File: src/rtl/mux_n_1_pipe_pkg.sv
// Purpose: shared mode encodings and width helper for the N:1 pipelined selector.
// Latency: n/a (constants and a compile-time function only).
// Backpressure: n/a.
package mux_n_1_pipe_pkg;

    localparam logic MODE_SEL = 1'b0;
    localparam logic MODE_RR  = 1'b1;

    // Index width for n channels; never returns 0 so a 1-channel build still has a legal vector.
    function automatic int clog2_min1(input int n);
        return (n <= 2) ? 1 : $clog2(n);
    endfunction

endpackage

File: src/rtl/mux_n_1_pipe_if.sv
// Purpose: producer-side and consumer-side signals of the N:1 selector in one bundle.
// Latency: n/a (wiring only).
// Backpressure: in_ready per channel toward producers, out_ready from the single consumer.
interface mux_n_1_pipe_if #(
    parameter int WIDTH  = 32,
    parameter int NUM_CH = 16
);
    import mux_n_1_pipe_pkg::*;

    localparam int SEL_W = clog2_min1(NUM_CH);

    logic                    mode;
    logic [SEL_W-1:0]        sel;
    logic [NUM_CH-1:0]       in_valid;
    logic [NUM_CH*WIDTH-1:0] in_data;
    logic [NUM_CH-1:0]       in_ready;
    logic                    out_valid;
    logic [WIDTH-1:0]        out_data;
    logic [SEL_W-1:0]        out_ch;
    logic                    out_ready;
    logic                    sel_err;

    // Environment side: drives the producers' channels and the consumer's ready.
    modport master (
        output mode, sel, in_valid, in_data, out_ready,
        input  in_ready, out_valid, out_data, out_ch, sel_err
    );

    // Selector side.
    modport slave (
        input  mode, sel, in_valid, in_data, out_ready,
        output in_ready, out_valid, out_data, out_ch, sel_err
    );

endinterface

File: src/rtl/mux_n_1_pipe_rr_arbiter.sv
// Purpose: round-robin grant over req, starting the search at ptr and wrapping modulo NUM_CH.
// Latency: purely combinational.
// Backpressure: none; the caller decides whether the grant is used.
module rr_arbiter
    import mux_n_1_pipe_pkg::*;
#(
    parameter  int NUM_CH = 16,
    localparam int SEL_W  = clog2_min1(NUM_CH)
) (
    input  logic [NUM_CH-1:0] req,
    input  logic [SEL_W-1:0]  ptr,
    output logic [SEL_W-1:0]  gnt_idx,
    output logic              gnt_vld
);

    // Two copies of req: masking off bits below ptr in the low copy leaves the
    // wrapped-around requests visible in the high copy, so one lowest-bit search
    // gives round-robin order without a modulo inside the search.
    logic [2*NUM_CH-1:0] req_dbl;
    logic [2*NUM_CH-1:0] mask;
    logic [2*NUM_CH-1:0] masked;

    assign req_dbl = {req, req};
    assign masked  = req_dbl & mask;

    // Keep every position at or above ptr.
    always_comb begin
        mask = '0;
        for (int i = 0; i < 2*NUM_CH; i++) begin
            mask[i] = (i >= int'(ptr));
        end
    end

    // Lowest surviving bit wins; scanning downward lets the last hit be the lowest.
    always_comb begin
        gnt_vld = 1'b0;
        gnt_idx = '0;
        for (int i = 2*NUM_CH-1; i >= 0; i--) begin
            if (masked[i]) begin
                gnt_vld = 1'b1;
                gnt_idx = SEL_W'(i % NUM_CH);
            end
        end
    end

endmodule

File: src/rtl/mux_n_1_pipe.sv
// Purpose: N:1 selector (explicit sel or round-robin) feeding one registered output stage.
// Latency: 1 cycle from accepted input to out_valid/out_data.
// Backpressure: a slot opens when the register is empty or draining; otherwise all in_ready are 0.
module mux_n_1_pipe
    import mux_n_1_pipe_pkg::*;
#(
    parameter int WIDTH  = 32,
    parameter int NUM_CH = 16
) (
    input  logic         clk,
    input  logic         rst_n,
    mux_n_1_pipe_if.slave bus
);

    localparam int SEL_W = clog2_min1(NUM_CH);

    logic              slot_open;
    logic              sel_in_range;
    logic              arb_vld;
    logic [SEL_W-1:0]  arb_idx;
    logic              gnt_vld;
    logic [SEL_W-1:0]  gnt_idx;
    logic [WIDTH-1:0]  gnt_data;
    logic              gnt_req;
    logic [NUM_CH-1:0] gnt_onehot;
    logic              xfer;
    logic [SEL_W-1:0]  rr_ptr;
    logic [SEL_W-1:0]  rr_next;

    logic              out_valid_q;
    logic [WIDTH-1:0]  out_data_q;
    logic [SEL_W-1:0]  out_ch_q;
    logic              sel_err_q;

    rr_arbiter #(.NUM_CH(NUM_CH)) u_rr_arbiter (
        .req     (bus.in_valid),
        .ptr     (rr_ptr),
        .gnt_idx (arb_idx),
        .gnt_vld (arb_vld)
    );

    // Refill in the same cycle the consumer drains, so throughput stays at one word per cycle.
    assign slot_open = !out_valid_q || bus.out_ready;

    // Compared as int so non-power-of-two channel counts reject the unused sel codes.
    assign sel_in_range = int'(bus.sel) < NUM_CH;

    // Pick the grant source for the current mode; mode switches apply immediately.
    always_comb begin
        if (bus.mode == MODE_RR) begin
            gnt_idx = arb_idx;
            gnt_vld = arb_vld;
        end else begin
            gnt_idx = bus.sel;
            gnt_vld = sel_in_range;
        end
    end

    // Decode the grant with an explicit compare per channel so no sel value can index past the bus.
    always_comb begin
        gnt_data   = '0;
        gnt_req    = 1'b0;
        gnt_onehot = '0;
        for (int k = 0; k < NUM_CH; k++) begin
            if (gnt_idx == SEL_W'(k)) begin
                gnt_data      = bus.in_data[k*WIDTH +: WIDTH];
                gnt_req       = bus.in_valid[k];
                gnt_onehot[k] = 1'b1;
            end
        end
    end

    // Ready is offered without looking at the granted channel's valid; reset masks it entirely.
    assign bus.in_ready = (rst_n && slot_open && gnt_vld) ? gnt_onehot : '0;
    assign xfer         = rst_n && slot_open && gnt_vld && gnt_req;

    assign rr_next = (gnt_idx == SEL_W'(NUM_CH-1)) ? '0 : gnt_idx + SEL_W'(1);

    // Output stage: load on transfer, empty when drained with nothing new, otherwise hold.
    always_ff @(posedge clk or negedge rst_n) begin
        if (!rst_n) begin
            out_valid_q <= 1'b0;
            out_data_q  <= '0;
            out_ch_q    <= '0;
        end else if (xfer) begin
            out_valid_q <= 1'b1;
            out_data_q  <= gnt_data;
            out_ch_q    <= gnt_idx;
        end else if (bus.out_ready) begin
            out_valid_q <= 1'b0;
        end
    end

    // Round-robin pointer moves past the winner only on a round-robin transfer.
    always_ff @(posedge clk or negedge rst_n) begin
        if (!rst_n) begin
            rr_ptr <= '0;
        end else if (xfer && (bus.mode == MODE_RR)) begin
            rr_ptr <= rr_next;
        end
    end

    // Sticky flag for an out-of-range select seen while a slot was open.
    always_ff @(posedge clk or negedge rst_n) begin
        if (!rst_n) begin
            sel_err_q <= 1'b0;
        end else if ((bus.mode == MODE_SEL) && slot_open && !sel_in_range) begin
            sel_err_q <= 1'b1;
        end
    end

    assign bus.out_valid = out_valid_q;
    assign bus.out_data  = out_data_q;
    assign bus.out_ch    = out_ch_q;
    assign bus.sel_err   = sel_err_q;

endmodule

File: src/flat_wrapper.sv
// flat-port wrapper written by rule: the top's interface ports become plain ports
module mux_n_1_pipe_flat import mux_n_1_pipe_pkg::*;
#(
    parameter int WIDTH  = 32,
    parameter int NUM_CH = 16
)
  (clk, rst_n, bus_mode, bus_sel, bus_in_valid, bus_in_data, bus_out_ready, bus_in_ready, bus_out_valid, bus_out_data, bus_out_ch, bus_sel_err);
  mux_n_1_pipe_if #(.WIDTH(WIDTH), .NUM_CH(NUM_CH)) bus_i ();
  input  logic clk;
  input  logic rst_n;
  input wire logic [$bits(bus_i.mode)-1:0] bus_mode;
  input wire logic [$bits(bus_i.sel)-1:0] bus_sel;
  input wire logic [$bits(bus_i.in_valid)-1:0] bus_in_valid;
  input wire logic [$bits(bus_i.in_data)-1:0] bus_in_data;
  input wire logic [$bits(bus_i.out_ready)-1:0] bus_out_ready;
  output wire logic [$bits(bus_i.in_ready)-1:0] bus_in_ready;
  output wire logic [$bits(bus_i.out_valid)-1:0] bus_out_valid;
  output wire logic [$bits(bus_i.out_data)-1:0] bus_out_data;
  output wire logic [$bits(bus_i.out_ch)-1:0] bus_out_ch;
  output wire logic [$bits(bus_i.sel_err)-1:0] bus_sel_err;
  assign bus_i.mode = bus_mode;
  assign bus_i.sel = bus_sel;
  assign bus_i.in_valid = bus_in_valid;
  assign bus_i.in_data = bus_in_data;
  assign bus_i.out_ready = bus_out_ready;
  assign bus_in_ready = bus_i.in_ready;
  assign bus_out_valid = bus_i.out_valid;
  assign bus_out_data = bus_i.out_data;
  assign bus_out_ch = bus_i.out_ch;
  assign bus_sel_err = bus_i.sel_err;
  mux_n_1_pipe #(.WIDTH(WIDTH), .NUM_CH(NUM_CH)) u_core (.clk(clk), .rst_n(rst_n), .bus(bus_i));
endmodule
File: config.mk
export PLATFORM = sky130hd
export DESIGN_NAME = mux_n_1_pipe_flat
export DESIGN_NICKNAME = d
export VERILOG_FILES = /design/src/rtl/mux_n_1_pipe_pkg.sv /design/src/rtl/mux_n_1_pipe_if.sv /design/src/rtl/mux_n_1_pipe_rr_arbiter.sv /design/src/rtl/mux_n_1_pipe.sv /design/src/flat_wrapper.sv
export SDC_FILE = /design/constraint.sdc
export NUM_CORES = 1
export LEC_CHECK = 0
export CORE_AREA = 2 2 228 230
export DETAILED_ROUTE_END_ITERATION = 8
export DIE_AREA = 0 0 230 232
export SYNTH_ARGS = -nofsm -noshare
export SYNTH_HDL_FRONTEND = slang
export SYNTH_SLANG_ARGS = --single-unit
File: constraint.sdc
create_clock -name clk -period 8 [get_ports clk]
set_input_delay 1.6 -clock clk [delete_from_list [all_inputs] [get_ports clk]]
set_output_delay 1.6 -clock clk [all_outputs]
set_load 0.01 [all_outputs]
======== Word level (Yosys, flattened, before mapping) ========
Cells that the tools add are included.
storage, ports and cells
  flip-flop bits (word level) ............. 41
  input bits .............................. 536
  output and inout port bits .............. 54
operators by class
  $add $sub $neg .......................... 1
  $lt $le $gt $ge ......................... 15
  eq/ne operators ......................... 15
  mux-type cells .......................... 118
  bitwise operators ....................... 1
  reductions and logical operators ........ 8
operator list
  operator                                                                             count
  32-bit 2-to-1 mux                                                                    16
  4-bit 2-to-1 mux                                                                     34
  1-bit 2-to-1 mux                                                                     67
  32-bit AND                                                                           1
  4-bit == test (second input constant)                                                8
  4-bit greater-or-equal comparator (first input constant)                             7
  4-bit by 3-bit == test with 1-bit output (second input constant)                     4
  3-bit by 4-bit greater-or-equal comparator with 1-bit output (first input constant)  4
  16-bit 2-to-1 mux                                                                    1
  4-bit by 2-bit == test with 1-bit output (second input constant)                     2
  1-bit by 4-bit greater-or-equal comparator with 1-bit output (first input constant)  2
  2-bit by 4-bit greater-or-equal comparator with 1-bit output (first input constant)  2
  4-bit by 1-bit adder with 4-bit output (second input constant)                       1
  4-bit by 1-bit == test with 1-bit output (second input constant)                     1
  1-bit logical AND                                                                    4
  4-bit logical NOT                                                                    1
  2-bit nonzero test                                                                   1
  1-bit logical NOT                                                                    1
  1-bit logical OR                                                                     1

======== Logic depth before layout (Yosys ltp) ========
  depth after elaboration ................. 54
  mapped depth ............................ 22

======== Cells and area by module ========
Synthesis repeated with hierarchy kept, for this count alone.
second synthesis, totals
  cells, all modules ...................... 994
  area total of the unflattened synthesis .. 7285.7 µm²
by module, submodules not included
  module        times used  cells each  area each (µm²)
  mux_n_1_pipe  1           883         6613.8
  rr_arbiter    1           111         671.9

======== Worst setup path after synthesis ========
OpenSTA, ideal clock, no wires.
  path kind ............................... in2out
  start ................................... in bus_in_valid[13]
  end ..................................... out bus_in_ready[2]
  data arrival time ....................... 4.624 ns
  data required time ...................... 6.400 ns
  slack ................................... 1.776 ns
  stages .................................. 13
  path buffers ............................ 4
  cells stage by stage .................... nor2_1 > a21oi_1 > o31ai_1 > a31oi_1 > o31a_1 > o21ai_0 > ha_1 > clkbuf_1 > clkbuf_1 > buf_1 > inv_2 > clkbuf_1 > nor4_1
on the way
  cells in the longest elaborated chain, start to end .. 35
ends and longest elaborated chain
  item                                          RTL line                       source
  start, declared                               flat_wrapper.sv:13             input wire logic [$bits(bus_i.in_valid)-1:0] bus_in_valid;
  32-bit AND (*)                                mux_n_1_pipe_rr_arbiter.sv:24  assign masked = req_dbl & mask;
  4-bit 2-to-1 mux (16 in series)               mux_n_1_pipe_rr_arbiter.sv:39  if (masked[i]) begin
  4-bit 2-to-1 mux (*) (14 in series)           mux_n_1_pipe_rr_arbiter.sv:39
  4-bit 2-to-1 mux (*)                          mux_n_1_pipe.sv:50             if (bus.mode == MODE_RR) begin
  named net u_core.gnt_idx[1]                   mux_n_1_pipe.sv:22             logic [SEL_W-1:0] gnt_idx;
  4-bit by 2-bit == test with 1-bit output (*)  mux_n_1_pipe.sv:65             if (gnt_idx == SEL_W'(k)) begin
  1-bit 2-to-1 mux (*)                          mux_n_1_pipe.sv:65
  16-bit 2-to-1 mux (*)                         mux_n_1_pipe.sv:74             assign bus.in_ready = (rst_n && slot_open && gnt_vld) ? gnt_onehot : '0;
  end, declared                                 flat_wrapper.sv:16             output wire logic [$bits(bus_i.in_ready)-1:0] bus_in_ready;
The timed path passes the listed nets; every way through them passes the cells marked *.

======== Worst setup path in the final report ========
  start ................................... in bus_in_valid[13]
  end ..................................... out bus_in_ready[1]
on the way
  cells in the longest elaborated chain, start to end .. 35
ends and longest elaborated chain
  item                                          RTL line
  32-bit AND (*)                                mux_n_1_pipe_rr_arbiter.sv:24
  4-bit 2-to-1 mux (16 in series)               mux_n_1_pipe_rr_arbiter.sv:39
  4-bit 2-to-1 mux (*) (14 in series)           mux_n_1_pipe_rr_arbiter.sv:39
  4-bit 2-to-1 mux (*)                          mux_n_1_pipe.sv:50
  named net u_core.gnt_idx[0]                   mux_n_1_pipe.sv:22
  4-bit by 1-bit == test with 1-bit output (*)  mux_n_1_pipe.sv:65
  1-bit 2-to-1 mux (*)                          mux_n_1_pipe.sv:65
  16-bit 2-to-1 mux (*)                         mux_n_1_pipe.sv:74
Marks and branches as above.

==> metrics.yaml <==
outcome:
  outcome: "finished clean"
pwr:
  p_clk_frac: 0.057
  peakVddDrop_mv: 0.171
  power.switching_mw: 2.37
  p_int_mw: 1.64
  comb_power_share: 0.847
  switching_share: 0.591
  pwr_density_cell_nw_per_um2: 290
  leakagePower_nw: 4.51
  pwr-share-seq: 0.096
floorplan:
  dieArea_um2: 53400
  ios: 590
  start_util: 0.142
  core_area_um2: 50900
  die_h_um: 232
  die_w_um: 230
  core.rowCount: 83
layout:
  drive_above_1_share: 0.0461
  final_cell_mix: "587 x clkdlybuf4s50_1, 124 x nor2_1, 91 x o22ai_1, 87 x o21ai_0, 62 x nand2_1"
  design_area_um2: 13800
  area_delta_synth_final_pct: 91.2
  final_common_cell: "clkdlybuf4s50_1"
  postLayoutCoreUtil: 0.271
  multi_input_area_um2: 5610
  num-fill-cells: 5542
  fin_nets: 2079
  regArea_um2: 1030
grt:
  grt_usage: 0.209
  antenna_found_initial: 4
  grt_max_degree: 110
  grt_overflow: 0
  grt_first_pass_wirelength_um: 81700
  grt_pass1_vias: 11500
timing:
  relSlewSlack: 0.237
  fin_worst_skew_ns: 0.00759
  hold_viol: 0
  fin_crit_sh: 0.878
  setup_viol: 0
  drv_slew: 0
  rsz0062_at_grt: "no"
  period_minus_slack_ns: 7.02
  max_slew.worst_pin.slew_ns: 1.14
  holdWs_ns: 0.513
  finalSetupTns_ns: 0
  fmax_mhz: 142
yosys:
  synthFlopType: "dfrtp_1"
  synthDistinctLibCells: 72
  synth.yosys.seq_area_share: 0.142
  synth_enable_flop_cells: 0
  ys_warn_count: 0
  synth_area_um2: 7220
  synth-seq-cells: 41
  syn_area_per_cell_um2: 6.90
  async_reset_ff_frac: 1.00
  synth_fp_nets: 1587
  syn_inst: 1047
critical_path:
  crit_required_ns: 6.40
  critPathLaunch: "bus_in_valid[13]"
  reg2reg_to: "u_core.bus.out_data[8]"
  rrSetupSlack_ns: 2.44
  r2r_cells: 16
  crit_type: "in -> out"
  cp_max_fo: 9
  crit_path_start_kind: "input port"
  worstPathArrival_ns: 5.42
  worstReg2RegStart: "u_core.rr_ptr[1]"
  crit_path_end_kind: "output pin"
detailed_routing:
  avgRoutedWirePerCell_um: 26.6
  postRouteAntennaNets: 0
  avgViaCountPerCell: 5.11
  vias: 11400
  drtIter0Drc: 760
  firstDrtPassIters: 5
  drc_errors: 0
  drt-total-wl_um: 59000
worst_hold_path:
  min-delay-path-class: "reg -> reg"
  hold_path_depth: 2
  hp-start: "u_core.bus.out_data[16]"
  min_to: "u_core.bus.out_data[16]"
place:
  placed_cell_area_um2: 13700
  gp_congestion: 0.905
  port-buffer-count: 588
  dpl.hpwl_um: 48100
clocking:
  htreeDepth: 2
  postCtsResizedCells: 0
  cts_root_buf: "clkbuf_16"
  clock_path_buffers: 2
  cts_sinks: 41
  clk_latency_ns: 0.31
  cts_setup_buffers: 0
  cts_buffers: 5
  cts-hold-fix-buffers: 0
  path_clk_slew_ns: 0.07
  cts_tree: "built"
flow_run:
  cap_viol_max_count: 0
per-layer routing:
| layer | vias up | global-route usage | wire, µm |
|---|---|---|---|
| met4 | 4 | 0.0685 | 2050 |
| met3 | 63 | 0.0302 | 3250 |
| met2 | 578 | 0.396 | 30800 |
| met5 | - | 0 | 33 |
| li1 | 5216 | - | - |
| met1 | 5492 | 0.239 | 22900 |
power by group through the flow:
stage               Combinational, mW  Clock, mW  Sequential [mW]
floorplan                        1.83          0            0.378
global placement                 3.41          0            0.388
detailed placement               3.42          0            0.392
CTS                              3.43      0.234            0.388
global route                     3.62      0.240            0.398
finish                           3.39      0.226            0.386
synthesized netlist by cell type (13+ instances only):
cell type	count	share of area
buf_1	15	0.0078
inv_1	13	0.0068
buf_2	21	0.015
o32ai_1	29	0.035
nor2_1	125	0.065
o21ai_0	87	0.060
a211oi_1	34	0.035
o211ai_1	29	0.030
nand2b_1	37	0.032
a311oi_1	30	0.036
nand2_1	62	0.032
o22ai_1	91	0.079
dfrtp_1	41	0.14
a22oi_1	59	0.061
nor3_1	17	0.012
a32oi_1	31	0.038
o31ai_1	35	0.036
a221o_1	35	0.049
clkbuf_1	84	0.044
a21oi_1	27	0.019
o2bb2ai_1	24	0.029
worst max-delay path by stage:
stage	endpoint	slack (ns)	depth (start not counted)
finish	bus_in_ready[1]	0.98	11
global route	bus_in_ready[14]	0.73	12
CTS	bus_in_ready[14]	1.01	12
detailed placement	u_core.bus.out_data[8]	0.86	17
global placement	u_core.bus.out_data[31]	0.93	19
floorplan	bus_in_ready[2]	1.78	13
worst max-delay path: stages:
cell             delay, ns
clkdlybuf4s50_1       0.65
nor2b_1               0.18
o21bai_1              0.08
a21o_1                0.20
a2111oi_0             0.33
o21ai_0               0.20
a21oi_1               0.47
ha_2                  0.28
clkinv_1              0.43
nor4_1                0.42
clkdlybuf4s50_1       0.58
cell type report:
type	count	share of cell area
Antenna cell	1	0.000181
Tap cell	680	0.0616
Clock buffer	5	0.00906
Timing Repair Buffer	617	0.443
Sequential cell	41	0.0743
Multi-Input combinational cell	858	0.407
Inverter	16	0.00435
Clock inverter	3	0.00127
flip-flops by register name (all words and copies together), names as in the netlist:
signal                flops
u_core.bus.out_data      32
u_core.bus.out_ch         4
u_core.rr_ptr             4
u_core.bus.out_valid      1
per-stage QoR:
stage | power [mW] | cells | setup slack [ns]
final | 4.00 | 2221 | 0.978
after global routing | 4.26 | 2221 | 0.730
after floorplan | 2.21 | 1047 | 1.78
after global placement | 3.79 | 2212 | 0.928
after detailed placement | 3.81 | 2212 | 0.864
after CTS | 4.05 | 2220 | 1.01
cell families (layout without fill, tap and decap cells):
family          count (synthesis)  after routing  synth area share
compound gates                561            561             0.566
simple gates                  287            287             0.185
buf+inv                       148            641            0.0905
flops                          41             41             0.142
fa+ha+maj                       4              4           0.00693
mux                             4              4           0.00762
other cells                     1              2          0.000519
xor+xnor                        1              1           0.00121
No activity file was read; power rests on OpenSTA's default activity.
